<file path="src/rtl/isp_frame_control.sv">
// isp_frame_control: frame sequencer for the WB/CC pipeline. Counts input pixels, delays
// data_valid by PIPE_LAT and issues linear frame-buffer writes. `define ISP_CTRL_PINGPONG_EN for A/B buffering.
module isp_frame_control #(
  parameter int ADDR_W        = 32,
  parameter int FRAME_W       = 640,
  parameter int FRAME_H       = 480,
  parameter int BYTES_PER_PIX = 4,
  parameter int PIPE_LAT      = 3,
  parameter int NUM_STAGES    = 2
) (
  input  logic                  clk,
  input  logic                  reset_n,
  input  logic                  new_frame,
  input  logic                  data_valid,
  input  logic [NUM_STAGES-1:0] cfg_stage_en,
  input  logic [ADDR_W-1:0]     frame_buffer_base_adr,
`ifdef ISP_CTRL_PINGPONG_EN
  input  logic [ADDR_W-1:0]     frame_buffer_base_adr_b,
  output logic                  buf_sel,
`endif
  output logic                  write_enable,
  output logic [ADDR_W-1:0]     write_address,
  output logic [NUM_STAGES-1:0] stage_enable,
  output logic                  busy,
  output logic                  frame_done,
  output logic                  overrun
);
  localparam int TOTAL = FRAME_W * FRAME_H;
  localparam int CNT_W = $clog2(TOTAL + 1);
  localparam logic [CNT_W-1:0]  LAST_PIX = CNT_W'(TOTAL - 1);
  localparam logic [ADDR_W-1:0] ADR_INC  = ADDR_W'(BYTES_PER_PIX);

  typedef enum logic [1:0] {IDLE, ACTIVE, DRAIN} state_t;

  state_t                state;
  logic [CNT_W-1:0]      in_cnt;
  logic [ADDR_W-1:0]     next_adr, base_sel, adr_cur;
  logic [PIPE_LAT:1]     vld_pipe;
  logic [PIPE_LAT-1:0]   vld_tap;
  logic                  accept, last_pix, promote, drain_end;

`ifdef ISP_CTRL_PINGPONG_EN
  assign base_sel = buf_sel ? frame_buffer_base_adr_b : frame_buffer_base_adr;
`else
  assign base_sel = frame_buffer_base_adr;
`endif

  // new_frame always (re)starts a frame; a coincident data_valid is pixel 0
  assign accept   = data_valid && (new_frame || state == ACTIVE);
  assign last_pix = accept && (new_frame ? (TOTAL == 1) : (in_cnt == LAST_PIX));

  if (PIPE_LAT > 1) begin : g_tap
    assign vld_tap = {vld_pipe[PIPE_LAT-1:1], accept};
  end else begin : g_tap1
    assign vld_tap = accept;
  end

  assign write_enable = vld_pipe[PIPE_LAT];
  // the entry about to become a write; entries in flight are dropped on a restart
  assign promote   = vld_tap[PIPE_LAT-1] && !(new_frame && PIPE_LAT > 1);
  assign adr_cur   = new_frame ? base_sel : next_adr;
  assign drain_end = (state == DRAIN) && !new_frame && vld_pipe[PIPE_LAT] && !(|vld_tap);

  always_ff @(posedge clk or negedge reset_n) begin
    if (!reset_n) begin
      state         <= IDLE;
      in_cnt        <= '0;
      vld_pipe      <= '0;
      next_adr      <= '0;
      write_address <= '0;
      stage_enable  <= '0;
      busy          <= 1'b0;
      frame_done    <= 1'b0;
      overrun       <= 1'b0;
`ifdef ISP_CTRL_PINGPONG_EN
      buf_sel       <= 1'b0;
`endif
    end else begin
      frame_done <= drain_end;
      vld_pipe   <= new_frame ? PIPE_LAT'(accept) : vld_tap;
      if (promote) begin
        write_address <= adr_cur;
        next_adr      <= adr_cur + ADR_INC;
      end else if (new_frame) begin
        next_adr <= base_sel;
      end
      if ((new_frame && state != IDLE) || (data_valid && state == DRAIN))
        overrun <= 1'b1;
      if (new_frame) begin
        state        <= last_pix ? DRAIN : ACTIVE;
        in_cnt       <= CNT_W'(accept);
        stage_enable <= cfg_stage_en;
        busy         <= 1'b1;
      end else begin
        case (state)
          ACTIVE: if (accept) begin
            in_cnt <= in_cnt + 1'b1;
            if (last_pix) state <= DRAIN;
          end
          DRAIN: if (drain_end) begin
            state        <= IDLE;
            stage_enable <= '0;
            busy         <= 1'b0;
`ifdef ISP_CTRL_PINGPONG_EN
            buf_sel      <= ~buf_sel;
`endif
          end
          default: ;
        endcase
      end
    end
  end
endmodule

</file>
<file path="config.mk">
export PLATFORM = sky130hd
export DESIGN_NAME = isp_frame_control
export DESIGN_NICKNAME = d
export VERILOG_FILES = /design/src/rtl/isp_frame_control.sv
export SDC_FILE = /design/constraint.sdc
export NUM_CORES = 1
export LEC_CHECK = 0
export ABC_CLOCK_PERIOD_IN_PS = 2700
export BUFFER_PORTS_ARGS = -buffer_cell sky130_fd_sc_hd__buf_2
export CAP_MARGIN = 10
export CORE_MARGIN = 2
export CORE_UTILIZATION = 35
export DETAILED_ROUTE_END_ITERATION = 6
export SLEW_MARGIN = 0
export SYNTH_ARGS = -nofsm -noshare
export SYNTH_HDL_FRONTEND = slang
export SYNTH_SLANG_ARGS = --single-unit
</file>
<file path="constraint.sdc">
create_clock -name clk -period 2.7 [get_ports clk]
set_input_delay 0.27 -clock clk [delete_from_list [all_inputs] [get_ports clk]]
set_output_delay 0.27 -clock clk [all_outputs]
set_load 0.01 [all_outputs]
</file>
# Word level (Yosys, flattened, before mapping)

Cells that the tools add are included.

Output and inout bits: 38
Logic and storage cells: 57
Flip-flop bits (word level): 93
Bits of input ports: 38

Eq/ne operators: 6
Multiplexer cells: 18
Add/sub/neg operators: 2
Reductions and logical operators: 22

Operator list:

| kind                    | count |
|---|---|
| $mux W32                | 2 |
| $mux W19                | 3 |
| $add A32 B3 Y32 const B | 1 |
| $add A19 B1 Y19 const B | 1 |
| $eq A19 B19 Y1 const B  | 1 |
| $mux W2                 | 7 |
| $reduce_bool A2 Y1      | 5 |
| $ne A3 B3 Y1 const B    | 3 |
| $logic_and A1 B1 Y1     | 8 |
| $mux W1                 | 4 |
| $pmux W2 S2             | 1 |
| $reduce_and A2 Y1       | 2 |
| $reduce_and A4 Y1       | 1 |
| $mux W3                 | 1 |
| $reduce_bool A3 Y1      | 1 |
| $reduce_or A3 Y1        | 1 |
| $eq A2 B1 Y1 const B    | 1 |
| $eq A2 B2 Y1 const B    | 1 |
| $logic_not A1 Y1        | 2 |
| $logic_or A1 B1 Y1      | 2 |

# Depth between registers and ports, before layout

Depth after elaboration: 9
Mapped depth: 12
Depth with buffers taken out: 8

# Least setup slack after synthesis

Ideal clock, no wire load.

Path kind: input to register
Start: input port new_frame
End: register next_adr[28]
Setup time: 0.079 ns
Arrival time: 2.507 ns
Required time: 2.621 ns
Cell stages on the path: 12
Buffers on the path: 4
Slack: 0.113 ns
Cells stage by stage: buf_6 > buf_2 > buf_2 > clkbuf_1 > nand2_1 > o21ai_0 > ha_1 > nand3_1 > nor4_4 > nand3_2 > nor4b_2 > mux2i_1

Word-level cells in the longest chain between the ends: 3
Elaborated cells between the ends (all ways): 5
Classes of those cells: add/sub: 1; mux: 2; reduce/logical: 2

Ends and longest elaborated chain:

| element              | RTL line | RTL |
|---|---|---|
| start, declared      | 13       | `input logic new_frame,` |
| $mux W32             | -        |  |
| net adr_cur[2]       | 37       | `logic [ADDR_W-1:0] next_adr, base_sel, adr_cur;` |
| $add A32 B3 Y32      | 83       | `next_adr <= adr_cur + ADR_INC;` |
| $mux W32             | 81       | `if (promote) begin` |
| end signal, assigned | 83       |  |
| end signal, assigned | 85       | `next_adr <= base_sel;` |
| end, declared        | 37       |  |

The timed path passes the listed nets, and every way through them passes these cells.
A chain may end at the register's enable or synchronous reset.

# Worst setup path in the final report

Start: register next_adr[2]
End: register next_adr[28]

Word-level cells in the longest chain between the ends: 3

Ends and longest elaborated chain:

| element         | RTL line |
|---|---|
| $mux W32        | - |
| net adr_cur[2]  | 37 |
| $add A32 B3 Y32 | 83 |
| $mux W32        | 81 |

The timed path passes the listed nets, and every way through them passes these cells.

==> flow_summary.json <==
{
  "status": "finished, final reports clean",
  "n_fill_cell": 1207,
  "yosysWarningCount": 0,
  "max-cap-violations": 0,
  "netlist_instances": 406,
  "dp.cells": 644,
  "drv_slew": 0,
  "p_leak_nw": 2.38,
  "p_per_area_nw_per_um2": 652,
  "grt_pass1_wl_um": 17100,
  "clk-insertion-delay-late_ps": 340,
  "holdWs_ps": 139,
  "syn-cell-area_um2": 4500,
  "fin_tns_setup_ps": 0,
  "path_clk_slew_ps": 70,
  "grt_max_degree": 87,
  "end_kind": "register",
  "post_cts_resized": 0,
  "dpl.hpwl_um": 7170,
  "hold_viol_final": 0,
  "post-route-worst-setup-slack_ps": 477,
  "postCtsHoldBufs": 1,
  "synth_seq_cells": 93,
  "required_ps": 2970,
  "synth_cell_type_count": 55,
  "cpPeakStageDelay_ps": 380,
  "synth_edf_count": 0,
  "synthToLayoutAreaGrowth_pct": 19.9,
  "vdd_drop_max_mv": 0.329,
  "slew_headroom": 0.538,
  "pre_cts_ws_ps": 392,
  "clkSinkCount": 93,
  "synth_nets": 446,
  "setup_viol": 0,
  "wl_per_cell_um": 15.2,
  "finalCriticalPeriod_ps": 2220,
  "io_buffers": 75,
  "place_area_um2": 5080,
  "mostFrequentLayoutCell": "dfrtp_1",
  "cts-root-buf": "clkbuf_16",
  "nets": 524,
  "rows": 41,
  "seq_area_frac_synth": 0.517,
  "avgViaCountPerCell": 5.10,
  "tritoncts": "built",
  "fin_area_um2": 5400,
  "track_usage": 0.152,
  "die_area_um2": 13800,
  "worstSetupPathType": "reg2reg",
  "rsz0062_at_grt": "no",
  "crit_chain": "inv_1 -> o21ai_0 -> ha_1 -> nand3_1 -> nor4_4 -> nand3_2 -> nor4b_2 -> mux2i_1",
  "gp_routability_congestion": 0.800,
  "arrival_ps": 2490,
  "antenna_cells": 0,
  "dieHeight_um": 117,
  "syn_area_per_cell_um2": 11.1,
  "stdcell_count": 661,
  "via_count": 3368,
  "post-route-drc-count": 0,
  "initial_utilization": 0.358,
  "slowest_stage": "dfrtp_1",
  "wirelength_um": 10100,
  "drt_iter0_markers": 190,
  "post-route-period-util": 0.823,
  "post-cts-setup-buffers": 0,
  "tightest_slew_ps": 693,
  "core_um2": 12600,
  "final_antenna_net_count": 0,
  "drtPass1Iterations": 4,
  "max_freq_ghz": 0.450,
  "skew_ps": 6.03,
  "ioPinCount": 76,
  "synthArstFlopShare": 1.00,
  "cts_made_buffers": 9,
  "grt-ovfl-total": 0,
  "hp-class": "in2reg",
  "drive_gt1_frac": 0.290,
  "fin_util": 0.430,
  "p_total_mw": 3.52,
  "final_cell_mix": "dfrtp_1 (93), buf_2 (74), nand2_1 (35)",
  "cts-htree-levels": 3,
  "clock_path_buffers": 2,
  "grt_pass1_vias": 3364,
  "startpoint_type": "register",
  "synth_ff_type": "dfrtp_1",
  "antenna_found_initial": 0,
  "dieWidth_um": 117,
  "cp_max_fo": 4
}
## area by class of cell
| type | instances | area, um^2 | share of cell area |
|---|---|---|---|
| Multi-Input combinational cell | 291 | 2060 | 0.382 |
| Sequential cell | 93 | 2330 | 0.431 |
| Clock inverter | 7 | 82.6 | 0.0153 |
| Timing Repair Buffer | 83 | 465 | 0.0862 |
| Clock buffer | 9 | 225 | 0.0417 |
| Inverter | 6 | 22.5 | 0.00417 |
| Tap cell | 172 | 215 | 0.0399 |
## sequential cells by signal (all words and copies together) (netlist names)
name	flops
busy	1
stage_enable	2
write_address	32
state	2
overrun	1
next_adr	32
vld_pipe	3
in_cnt	19
frame_done	1
## report_power, final
part / leakage [nW] / total (mW) / switching [mW] / internal (mW)
registers: 1.15 / 1.69 / 0.130 / 1.56
logic: 1.09 / 0.532 / 0.269 / 0.264
clock network: 0.144 / 1.30 / 0.565 / 0.731
total: 2.38 / 3.52 / 0.964 / 2.56
## worst max-delay path: cells and delay by family, from the launching register on
kind,cells,cell delay (ps)
AOI/OAI and AO/OA,1,160
adders and majority gates,1,220
buffers and inverters,1,80
DFF,1,380
muxes,1,210
and+or+nand+nor,4,1080
## cell usage after synthesis, types with 3 or more instances
cell | n | area, um^2
a211oi_1 | 4 | 30.0
dfrtp_1 | 93 | 2330
inv_1 | 5 | 18.8
xnor2_1 | 15 | 131
nand3_1 | 22 | 110
o22ai_1 | 3 | 18.8
nand2b_1 | 3 | 18.8
nand2_1 | 35 | 131
nor3_1 | 6 | 30.0
a21oi_1 | 11 | 55.1
mux2i_1 | 17 | 170
buf_2 | 5 | 25.0
xor2_1 | 13 | 114
and4_1 | 6 | 52.6
and3_1 | 6 | 37.5
and2_1 | 6 | 37.5
nor2b_1 | 6 | 37.5
nand4_1 | 12 | 75.1
mux2_2 | 34 | 383
nor2_1 | 25 | 93.8
o21ai_0 | 22 | 110
nand3b_1 | 6 | 45.0
clkbuf_1 | 7 | 26.3
a32oi_1 | 3 | 26.3
## worst paths after layout
check | start | to | slack, ps | cells after the start
setup / recovery | next_adr[2] | next_adr[28] | 480 | 8
hold / removal | cfg_stage_en[1] | stage_enable[1] | 140 | 3
setup reg to reg | next_adr[2] | next_adr[28] | 480 | 8
hold reg to reg | write_address[2] | write_address[2] | 480 | 2
max in group asynchronous | reset_n | next_adr[26] | 1510 | 3
min in group asynchronous | reset_n | write_address[11] | 510 | 2
## metal layers
layer	vias to the layer above	wire, um	GRT usage
met5	-	0	0
met4	0	117	0.0422
met3	10	406	0.0268
met2	93	4710	0.234
met1	1642	4840	0.220
li1	1623	-	-
## logic make-up after synthesis
logic type / Yosys count / synth area share
buffers and inverters: 22 / 0.0253
AOI/OAI and AO/OA: 59 / 0.0825
and+or+nand+nor: 151 / 0.193
adders and majority gates: 2 / 0.00556
DFF: 93 / 0.517
muxes: 51 / 0.123
xor gates and xnor gates: 28 / 0.0545
No activity file was read; power rests on OpenSTA's default activity.
